[src/rtl/memarb_pkg.sv]
// Shared types and helpers for the data-memory port arbiter.
package memarb_pkg;

  localparam int unsigned MEMARB_PERF_W = 16;

  typedef enum logic {
    IDLE  = 1'b0,
    GRANT = 1'b1
  } arb_state_t;

  function automatic int unsigned idx_w(input int unsigned n);
    return (n > 1) ? $clog2(n) : 1;
  endfunction

endpackage

[src/rtl/mem_arbiter_rr_picker.sv]
// Round-robin picker: first set request bit at or after ptr, wrapping to 0.
module rr_picker
  import memarb_pkg::*;
#(
  parameter  int unsigned NREQ = 2,
  localparam int unsigned IW   = idx_w(NREQ)
) (
  input  logic [NREQ-1:0] req,
  input  logic [IW-1:0]   ptr,
  output logic [NREQ-1:0] winner,
  output logic [IW-1:0]   index,
  output logic            valid
);

  always_comb begin
    int unsigned j;
    j      = 0;
    winner = '0;
    index  = '0;
    valid  = 1'b0;
    for (int unsigned k = 0; k < NREQ; k++) begin
      j = (32'(ptr) + k) % NREQ;
      if (!valid && req[IW'(j)]) begin
        valid            = 1'b1;
        index            = IW'(j);
        winner[IW'(j)]   = 1'b1;
      end
    end
  end

endmodule

[src/rtl/mem_arbiter.sv]
// Round-robin arbiter for the shared 8-bit data-memory port with lock and hold-time revoke.
// Optional per-requester perf counters when MEMARB_PERF_CNT_EN is defined.
module mem_arbiter
  import memarb_pkg::*;
#(
  parameter int unsigned NREQ     = 2,
  parameter int unsigned AW       = 8,
  parameter int unsigned MAX_HOLD = 16
) (
  input  logic                      clk,
  input  logic                      rst_n,
  input  logic [NREQ-1:0]           req,
  input  logic [NREQ-1:0]           lock,
  input  logic [NREQ-1:0]           we,
  input  logic [NREQ*AW-1:0]        addr,
  input  logic [NREQ*8-1:0]         wdata,
  output logic [NREQ-1:0]           gnt,
  output logic [AW-1:0]             mem_addr,
  output logic [7:0]                mem_wdata,
  output logic                      mem_we,
  output logic [NREQ-1:0]           rvalid,
  output logic [idx_w(NREQ)-1:0]    owner,
  output logic                      busy
`ifdef MEMARB_PERF_CNT_EN
  ,
  output logic [NREQ*MEMARB_PERF_W-1:0] perf_grants,
  output logic [NREQ*MEMARB_PERF_W-1:0] perf_waits
`endif
);

  localparam int unsigned IW = idx_w(NREQ);
  localparam int unsigned HW = (MAX_HOLD > 1) ? $clog2(MAX_HOLD) : 1;
  localparam logic [HW-1:0] HOLD_LIM = (MAX_HOLD > 0) ? HW'(MAX_HOLD - 1) : '0;

  arb_state_t      state_q;
  logic [NREQ-1:0] gnt_q;
  logic [NREQ-1:0] rvalid_q;
  logic [IW-1:0]   owner_q;
  logic [IW-1:0]   rr_ptr_q;
  logic [HW-1:0]   hold_q;
  logic            busy_q;

  logic [NREQ-1:0] others;
  logic [IW-1:0]   ptr_inc;
  logic [IW-1:0]   pick_ptr;
  logic [NREQ-1:0] pick_winner;
  logic [IW-1:0]   pick_index;
  logic            pick_valid;
  logic            req_own;
  logic            lock_own;
  logic            hold_full;
  logic            release_own;
  logic            revoke;
  logic            take;

  // In IDLE gnt_q is zero, so 'others' is the full request vector.
  assign others      = req & ~gnt_q;
  assign req_own     = |(req & gnt_q);
  assign lock_own    = |(lock & gnt_q);
  assign ptr_inc     = (owner_q == IW'(NREQ - 1)) ? '0 : owner_q + IW'(1);
  assign pick_ptr    = (state_q == IDLE) ? rr_ptr_q : ptr_inc;
  assign hold_full   = (MAX_HOLD != 0) && (hold_q == HOLD_LIM);
  assign release_own = (state_q == GRANT) && !req_own;
  assign revoke      = (state_q == GRANT) && req_own && hold_full && !lock_own && pick_valid;
  assign take        = pick_valid && ((state_q == IDLE) || release_own || revoke);

  rr_picker #(.NREQ(NREQ)) u_pick (
    .req    (others),
    .ptr    (pick_ptr),
    .winner (pick_winner),
    .index  (pick_index),
    .valid  (pick_valid)
  );

  // Arbitration FSM with ownership, pointer, hold counter and read-tag registers.
  always_ff @(posedge clk or negedge rst_n) begin
    if (!rst_n) begin
      state_q  <= IDLE;
      gnt_q    <= '0;
      rvalid_q <= '0;
      owner_q  <= '0;
      rr_ptr_q <= '0;
      hold_q   <= '0;
      busy_q   <= 1'b0;
    end else begin
      rvalid_q <= gnt_q & req & ~we;
      case (state_q)
        IDLE: begin
          if (pick_valid) begin
            state_q <= GRANT;
            gnt_q   <= pick_winner;
            owner_q <= pick_index;
            busy_q  <= 1'b1;
            hold_q  <= '0;
          end
        end
        GRANT: begin
          if (release_own || revoke) begin
            rr_ptr_q <= ptr_inc;
            hold_q   <= '0;
            if (pick_valid) begin
              gnt_q   <= pick_winner;
              owner_q <= pick_index;
            end else begin
              state_q <= IDLE;
              gnt_q   <= '0;
              owner_q <= '0;
              busy_q  <= 1'b0;
            end
          end else if ((MAX_HOLD != 0) && !hold_full) begin
            hold_q <= hold_q + HW'(1);
          end
        end
        default: state_q <= IDLE;
      endcase
    end
  end

  // Memory-side steering follows the registered owner with the owner's live beat inputs.
  always_comb begin
    mem_addr  = '0;
    mem_wdata = '0;
    for (int unsigned i = 0; i < NREQ; i++) begin
      if (gnt_q[i]) begin
        mem_addr  = addr[i*AW +: AW];
        mem_wdata = wdata[i*8 +: 8];
      end
    end
  end

  assign mem_we = |(we & req & gnt_q);
  assign gnt    = gnt_q;
  assign rvalid = rvalid_q;
  assign owner  = owner_q;
  assign busy   = busy_q;

`ifdef MEMARB_PERF_CNT_EN
  logic [MEMARB_PERF_W-1:0] grants_q [NREQ];
  logic [MEMARB_PERF_W-1:0] waits_q  [NREQ];

  // Saturating per-requester grant and wait counters, cleared only by reset.
  always_ff @(posedge clk or negedge rst_n) begin
    if (!rst_n) begin
      for (int i = 0; i < NREQ; i++) begin
        grants_q[i] <= '0;
        waits_q[i]  <= '0;
      end
    end else begin
      for (int i = 0; i < NREQ; i++) begin
        if (take && pick_winner[i] && (grants_q[i] != '1))
          grants_q[i] <= grants_q[i] + MEMARB_PERF_W'(1);
        if (req[i] && !gnt_q[i] && (waits_q[i] != '1))
          waits_q[i] <= waits_q[i] + MEMARB_PERF_W'(1);
      end
    end
  end

  always_comb begin
    perf_grants = '0;
    perf_waits  = '0;
    for (int i = 0; i < NREQ; i++) begin
      perf_grants[i*MEMARB_PERF_W +: MEMARB_PERF_W] = grants_q[i];
      perf_waits[i*MEMARB_PERF_W +: MEMARB_PERF_W]  = waits_q[i];
    end
  end
`endif

endmodule

[config.mk]
export PLATFORM = sky130hd
export DESIGN_NAME = mem_arbiter
export DESIGN_NICKNAME = d
export VERILOG_FILES = /design/src/rtl/memarb_pkg.sv /design/src/rtl/mem_arbiter_rr_picker.sv /design/src/rtl/mem_arbiter.sv
export SDC_FILE = /design/constraint.sdc
export NUM_CORES = 1
export LEC_CHECK = 0
export CAP_MARGIN = 10
export CORE_ASPECT_RATIO = 1.25
export CORE_MARGIN = 2
export CORE_UTILIZATION = 30
export DETAILED_ROUTE_END_ITERATION = 8
export GPL_ROUTABILITY_DRIVEN = 0
export PLACE_DENSITY = 0.77
export SETUP_SLACK_MARGIN = 0.4
export SKIP_LAST_GASP = 1
export SYNTH_ARGS = -nofsm -noshare
export SYNTH_HDL_FRONTEND = slang
export SYNTH_HIERARCHICAL = 1
export SYNTH_SLANG_ARGS = --single-unit
[constraint.sdc]
create_clock -name clk -period 2.45 [get_ports clk]
set_input_delay 0.49 -clock clk [delete_from_list [all_inputs] [get_ports clk]]
set_output_delay 0.49 -clock clk [all_outputs]
set_load 0.05 [all_outputs]
Yosys cells after proc, flatten, opt, wreduce, memory -nomap -nowiden
Cells that the tools add are included.
{ "word_totals": {"register_bits": 12, "output_inout_bits": 23, "inputBits": 40, "wordCells": 87} }
{ "classes": {"n_addsub": 3, "eq_ne": 5, "n_lt_le_gt_ge": 4, "bitwise_logic": 10, "reduce_logical": 19, "n_mux": 39} }
{ "op_table": {"columns": ["cell", "n"], "rows": [
  ["$mux W8", 4],
  ["$mux W1", 20],
  ["$and A2 B2 Y2", 6],
  ["$mux W4", 3],
  ["$mux W2", 5],
  ["$logic_and A1 B1 Y1", 8],
  ["$pmux W4 S2", 1],
  ["$pmux W1 S2", 3],
  ["$reduce_and A2 Y1", 3],
  ["$reduce_or A2 Y1", 3],
  ["$add A4 B1 Y4 const B", 1],
  ["$eq A4 B4 Y1 const B", 1],
  ["$lt A1 B2 Y1 const B", 2],
  ["$ne A2 B2 Y1 const B", 2],
  ["$not A2 Y2", 2],
  ["$pmux W2 S2", 1],
  ["$logic_not A1 Y1", 3],
  ["$ne A3 B2 Y1 const B", 1],
  ["$reduce_and A3 Y1", 1],
  ["$add A1 B1 Y1 const B", 2],
  ["$demux W1 S1", 2],
  ["$ge A1 B1 Y1 const B", 2],
  ["$ne A2 B1 Y1 const B", 1],
  ["$or A2 B2 Y2", 1],
  ["2 further kinds", 2]
]} }

Logic depth before layout (Yosys ltp)
Gate-level depths: netlist of the first run.
{ "depth": {"ltp_word": 13, "depth_mapped": 9, "mapped_depth_nobuf": 7} }

Cells and area by module
The synthesis of the first run kept the hierarchy.
{ "modules_own_cells": {"columns": ["module", "n_inst", "seq_area_each_um2", "area_each_um2", "cells_each"], "rows": [
  ["mem_arbiter", 1, 300.3, 869.6, 95],
  ["rr_picker", 1, 0.0, 32.5, 5]
]} }

Least setup slack after synthesis of the first run
OpenSTA, ideal clock, no wires.
{ "synth_path": {"path_kind": "register to output", "start": "register gnt_q[1] (netlist: gnt[1])", "end": "output port mem_addr[5]", "t_arrival_ns": 2.113, "path_buffers": 2, "required_ns": 1.960, "stages_incl_launch_ff": 4, "slack_ns": -0.153, "path_cell_list": "dfrtp_1 buf_2 clkbuf_1 o21ai_0"} }
{ "synth_between": {"elab_chain_cells": 1} }
{ "synth_lines": {"columns": ["item", "line_no", "text"], "rows": [
  ["start, declared", "mem_arbiter.sv:36", "logic [NREQ-1:0] gnt_q;"],
  ["start signal, assigned", "mem_arbiter.sv:91", "gnt_q <= pick_winner;"],
  ["start signal, assigned", "mem_arbiter.sv:102", "gnt_q <= pick_winner;"],
  ["$mux W8", "mem_arbiter.sv:124", "if (gnt_q[i]) begin"],
  ["end, declared", "mem_arbiter.sv:18", "output logic [AW-1:0] mem_addr,"]
]} }
Every way passes these cells.

Worst setup path in the final report of the first run
{ "layout_path": {"start": "input port req[0]", "end": "output port mem_we"} }
{ "layout_between": {"elab_chain_cells": 3} }
{ "layout_lines": {"columns": ["item", "line_no", "text"], "rows": [
  ["start, declared", "mem_arbiter.sv:12", "input logic [NREQ-1:0] req,"],
  ["$and A2 B2 Y2 (2 in series)", "mem_arbiter.sv:131", "assign mem_we = |(we & req & gnt_q);"],
  ["$reduce_or A2 Y1", "mem_arbiter.sv:131", null],
  ["end, declared", "mem_arbiter.sv:20", "output logic mem_we,"]
]} }
Every way passes these cells.

==> summary.txt, run 1 <==
Outcome
  – Status: finished clean

Worst setup path
  – Max incr delay on CP: 0.48 ns
  – Required @ worst endpoint: 1.96 ns
  – Startpoint types: input port
  – Slowest library cell on the worst path: clkdlybuf4s50_1
  – CP Cell Sequence: clkdlybuf4s50_1 -> buf_4 -> nand3_1 -> nand2_1 -> buf_12
  – Worst reg2reg path depth: 7
  – Crit path max fanout: 4
  – Worst setup EP type: output pin
  – Data arrival time of the worst path: 1.44 ns
  – Worst Setup Path Type: input port to output pin

Logic synthesis
  – Seq/Total Area, Yosys: 0.333
  – Syn_nets: 142
  – Mapped Cells: 100
  – Post-Syn Area: 902 um^2
  – Netlist cell types: 32
  – Syn Area/Cell: 9.02 um^2
  – Yosys warnings: 6
  – Flops & latches, synth: 12

Global routing
  – Largest net degree at the start of global routing: 18
  – Grt ovf: 0
  – Initial antenna violation count: 0
  – Gr usage total: 0.192
  – First-pass GRT wire length: 5040 um
  – Via count of the first global-routing pass: 1046

Pwr
  – Max IR drop VDD: 808 uV
  – Total Power: 0.00233 W
  – Pleak: 0.846 nW
  – P per Cell Area: 1230 nW/um^2

Clock tree
  – Clock sink count: 12
  – Worst-path clk slew: 0.07 ns
  – CTS tree: yes
  – H-tree lvl count: 1
  – CTS Buffer Depth: 2
  – CTS root buf: clkbuf_4
  – CTS buffer count: 3
  – Hold buffers post-CTS: 0
  – Worst-Skew Late Latency: 0.27 ns

Drt
  – Post-Route WL: 3250 um
  – DRT antenna net count: 0
  – Starting DRC count in detailed routing: 22
  – Vias per Instance: 5.25
  – Routed wire per std cell: 15.8 um
  – Vias: 1077
  – Drc violations: 0
  – First-pass DRT Iterations: 4

Floorplanning
  – Io pins: 63
  – Initial Util: 0.312
  – Number of core rows: 22
  – Die Wd: 53.0 um
  – CORE AREA: 2890 um^2
  – DIE HEIGHT: 65.3 um
  – Die Footprint: 3460 um^2

STA
  – Final hold viol count: 0
  – Slew HR: 0.646
  – Setup tns final: 0 ns
  – Max Fclk: 0.517 GHz
  – Final setup fails: 0
  – Crit share post-route: 0.789
  – Clk_skew: 0.00196 ns
  – Unrepaired setup endpoints after global routing: false
  – Worst slew pin tran: 0.529 ns
  – Fin crit period: 1.93 ns
  – Final Max Tran Viols: 0

Job
  – Max-cap violations: 0

Cells and area
  – Area growth syn-to-layout: 110%
  – Cell area after layout: 1900 um^2
  – Commonest non-fill, non-tap cells in the layout: 42 x clkdlybuf4s50_1, 18 x buf_12, 15 x nand2_1
  – Utilization after layout: 0.656
  – Nets: 212
  – Commonest non-fill, non-tap cell in the layout: clkdlybuf4s50_1
  – Antenna diode count: 0
  – Layout cells sized above 1: 0.320

Placed design
  – Placed inst area: 1780 um^2
  – Port bufs: 62
  – Detailed Place HPWL: 2650 um

Min path
  – Worst min-delay path class: flip-flop to flip-flop
  – Hold Path Cell Cnt: 1
==> flip-flops by register name (all words and copies together), names as in the netlist <==
name and cells:
owner 1, rr_ptr_q 1, gnt 2, rvalid 2, state_q 1, busy 1, hold_q 4
==> cell type report <==
cell class                 instances  area (um^2)
clock buffer                       4         36.3
multi-input combinational         76          614
inverter                           6         22.5
fill                             225          995
tap                               36         45.0
timing repair buffer              71          875
sequential                        12          303
==> critical path, delay by kind of cell <==
| family | cells | cell delay, ns |
|---|---|---|
| buffers and inverters | 3 | 0.76 |
| and+or+nand+nor | 2 | 0.18 |
==> repair_timing <==
action                                  4_1_cts  5_1_grt
endpoints found under the hold margin         0        0
cloned                                        0        0
setup buffers                                 0        4
resized for setup                             4        8
endpoints found under the setup margin       16       18
==> power breakdown <==
part           switching, W  total (W)  leakage (nW)  internal, W
combinational      0.000993    0.00186         0.672     0.000867
sequential        0.0000612   0.000317         0.153     0.000255
clock             0.0000636   0.000154        0.0210    0.0000904
==> cell usage after synthesis <==
cell,number,area [um^2]
a22oi_1,1,7.51
mux2_2,1,11.3
buf_2,2,10.0
nor2b_1,3,18.8
clkbuf_2,1,5.00
nor2_2,1,6.26
nor2_1,4,15.0
and4_4,1,11.3
clkbuf_1,2,7.51
ha_1,2,25.0
a21boi_0,3,22.5
a21oi_1,3,15.0
nand2b_1,1,6.26
dfrtp_1,12,300
o22ai_1,1,6.26
or2_1,1,6.26
inv_1,6,22.5
and3_4,1,11.3
nand2_1,15,56.3
a32o_1,2,20.0
a22o_1,15,131
a211o_1,1,8.76
buf_4,1,7.51
a22oi_4,1,21.3
o21ai_0,3,15.0
nand3_1,7,35.0
mux2i_1,3,30.0
a22o_4,1,17.5
nor3_1,1,5.00
a31oi_4,1,21.3
nor3b_1,1,7.51
o221ai_1,2,17.5
==> metal layers <==
layer  vias to the layer above  part of all wire  global-route usage
met5                         -                 0                   0
met4                         0            0.0074              0.0385
met3                         3              0.13              0.0591
met2                        60              0.48               0.336
met1                       506              0.37               0.228
li1                        508                 -                   -
==> kinds of logic (layout without fill, tap and decap cells) <==
logic type,after synthesis,after routing,synth area share
AOI/OAI and AO/OA,34,34,0.337
adders and majority gates,2,2,0.0277
buffers and inverters,12,81,0.0583
DFF,12,12,0.333
muxes,4,4,0.0458
and+or+nand+nor,36,36,0.198
==> through the flow <==
step / worst slack, ns / hold slack [ns] / std cells
floorplan: 0.327 / 0.194 / 100
global placement: 0.210 / 0.499 / 197
detailed placement: 0.147 / 0.515 / 197
CTS: 0.395 / 0.527 / 201
global route: 0.424 / 0.537 / 205
finish: 0.516 / 0.524 / 205
==> worst paths after layout <==
check	startpoint	end	slack, ns
max in group asynchronous	rst_n	gnt[1]	1.51
hold / removal	hold_q[0]	hold_q[0]	0.52
setup reg to reg	gnt[1]	hold_q[1]	0.58
hold reg to reg	hold_q[0]	hold_q[0]	0.52
setup / recovery	req[0]	mem_we	0.52
min in group asynchronous	rst_n	rr_ptr_q	0.56
No activity file was read; power rests on OpenSTA's default activity.
==> run 2, diff against run 1 <==
==> constraint.sdc (replaced) <==
create_clock -name clk -period 1.8 [get_ports clk]
set_input_delay 0.36 -clock clk [delete_from_list [all_inputs] [get_ports clk]]
set_output_delay 0.36 -clock clk [all_outputs]
set_load 0.05 [all_outputs]
==> run 2 against run 1 <==
  * Setup slack got worse by 0.45 ns
  * Clock skew about the same
  * Final area rose by 15%
  * Utilization increased by 9.7 points
  * First-iteration DRC count rose by 18%
  * Sequential cell count is the same
  * Sequential share of layout area decreased by 2.1 points
  * Die area unchanged
  * Cell count rose by 6.3%
  * Combinational power up 63%
  * Global-route usage is 3.8 points higher
==> summary.txt, run 2 (same netlist as run 1, synthesis figures left out) <==
Clock tree
  – Clock sink count: 12
  – CTS Buffer Depth: 2
  – CTS root buf: clkbuf_4
  – H-tree lvl count: 1
  – Worst-path clk slew: 0.08 ns
  – Hold buffers post-CTS: 0
  – Worst-Skew Late Latency: 0.28 ns
  – CTS buffer count: 3
  – CTS tree: yes

Global routing
  – Grt ovf: 0
  – Via count of the first global-routing pass: 1147
  – Gr usage total: 0.230
  – First-pass GRT wire length: 5820 um
  – Largest net degree at the start of global routing: 14
  – Initial antenna violation count: 0

Drt
  – Starting DRC count in detailed routing: 26
  – Vias: 1111
  – Drc violations: 0
  – DRT antenna net count: 0
  – First-pass DRT Iterations: 4
  – Post-Route WL: 3840 um
  – Vias per Instance: 5.10
  – Routed wire per std cell: 17.6 um

Pwr
  – P_int: 0.00197 W
  – Clock power share: 0.060
  – Sw Share: 0.466
  – Max IR drop VDD: 1180 uV
  – P per Cell Area: 1700 nW/um^2
  – Sequential share of power: 0.117
  – Total Power: 0.00369 W
  – Switching pwr: 0.00172 W
  – Pleak: 0.973 nW
  – Comb power frac: 0.822

Worst setup path
  – Data arrival time of the worst path: 1.37 ns
  – Worst setup EP type: output pin
  – Worst Setup Path Type: flip-flop to output pin
  – Crit path max fanout: 5
  – Required @ worst endpoint: 1.44 ns
  – Startpoint types: flip-flop

Cells and area
  – Largest Register: hold_q
  – Finished Layout Cells: 218
  – Fill cell count: 175
  – Layout cells sized above 1: 0.478
  – Number of flip-flops in the largest register: 4
  – Antenna diode count: 0
  – Area growth syn-to-layout: 141%
  – Cell area after layout: 2180 um^2
  – Nets: 225
  – Commonest non-fill, non-tap cell in the layout: clkdlybuf4s50_1
  – Commonest non-fill, non-tap cells in the layout: 37 x clkdlybuf4s50_1, 20 x buf_4, 20 x buf_12

STA
  – Unrepaired setup endpoints after global routing: true
  – Final Max Tran Viols: 0
  – Fin crit period: 1.73 ns
  – Clk_skew: 0.00178 ns
  – Crit share post-route: 0.963
  – Setup tns final: 0 ns
  – Min Hold Slack: 0.429 ns
  – Max Fclk: 0.577 GHz
  – Final hold viol count: 0
  – Worst slew pin tran: 0.553 ns
  – Slew HR: 0.630
  – Final setup fails: 0

Floorplanning
  – Number of core rows: 22
  – DIE HEIGHT: 65.3 um
  – Die Footprint: 3460 um^2
  – Io pins: 63
  – CORE AREA: 2890 um^2
  – Die Wd: 53.0 um
  – Initial Util: 0.312

Placed design
  – Port bufs: 62
  – Inst Count DP: 207
  – Detailed Place HPWL: 2860 um
  – Placed inst area: 2010 um^2

Outcome
  – Status: finished clean

Job
  – Max-cap violations: 0

Min path
  – Worst min-delay path class: input port to async pin
-- run 2: cell count changes in the layout (fill, tap and decap cells not counted), moves of 4 or more --
cell	before	now
a22o_4	4	15
buf_4	7	20
clkdlybuf4s50_1	42	37
a22o_1	5	1
a22o_2	7	0
buf_6	1	5
-- run 2: worst paths after layout --
check	end	slack, ns	startpoint	cells after the start
worst min-delay path	hold_q[2]	0.43	rst_n	1
worst max register to register	hold_q[1]	0.10	gnt[0]	7
min in group clk	busy	0.52	busy	1
max in group asynchronous	gnt[1]	0.98	rst_n	1
worst min register to register	busy	0.52	busy	1
worst max-delay path	mem_wdata[6]	0.07	gnt[0]	4
-- run 2: metrics by stage --
stage                util  worst slack, ns
floorplan               -          -0.0350
global placement    0.694           -0.219
detailed placement  0.694           -0.344
CTS                 0.744           0.0899
global route        0.753           0.0365
finish              0.753           0.0667
-- run 2: repair_timing --
item,in CTS,in global routing
gates resized for setup,16,2
cloned,0,0
setup endpoints to repair,27,28
hold endpoints to repair,0,0
pin swaps,5,2
setup buffers,5,2
-- run 2: area by class of cell --
cell class,count,area [um^2],area share
repair buffers,84,995,0.457
multi-input cells,76,773,0.355
flip-flops and latches,12,303,0.139
well taps,36,45.0,0.0207
clock buffers,4,36.3,0.0167
inverters,6,25.0,0.0115
-- run 2: power by group through the flow --
stage          Clock (W)  Sequential (W)  Combinational, W
3_3_place_gp           0        0.000417           0.00276
5_1_grt         0.000236        0.000442           0.00317
6_report        0.000222        0.000433           0.00304
2_1_floorplan          0        0.000557           0.00155
3_5_place_dp           0        0.000425           0.00280
4_1_cts         0.000221        0.000429           0.00300
-- run 2: metal layers --
layer  part of all wire  global-route usage  up-vias
li1                   -                   -      538
met1               0.35               0.252      515
met2               0.56               0.414       46
met3              0.065              0.0614       12
met4              0.023              0.0833        0
met5                  0                   0        -
-- run 2: critical path, stage by stage, from the launching register on --
cell,delay (ns)
dfrtp_2,0.43
nor2b_4,0.15
buf_6,0.14
a22o_4,0.22
buf_12,0.14
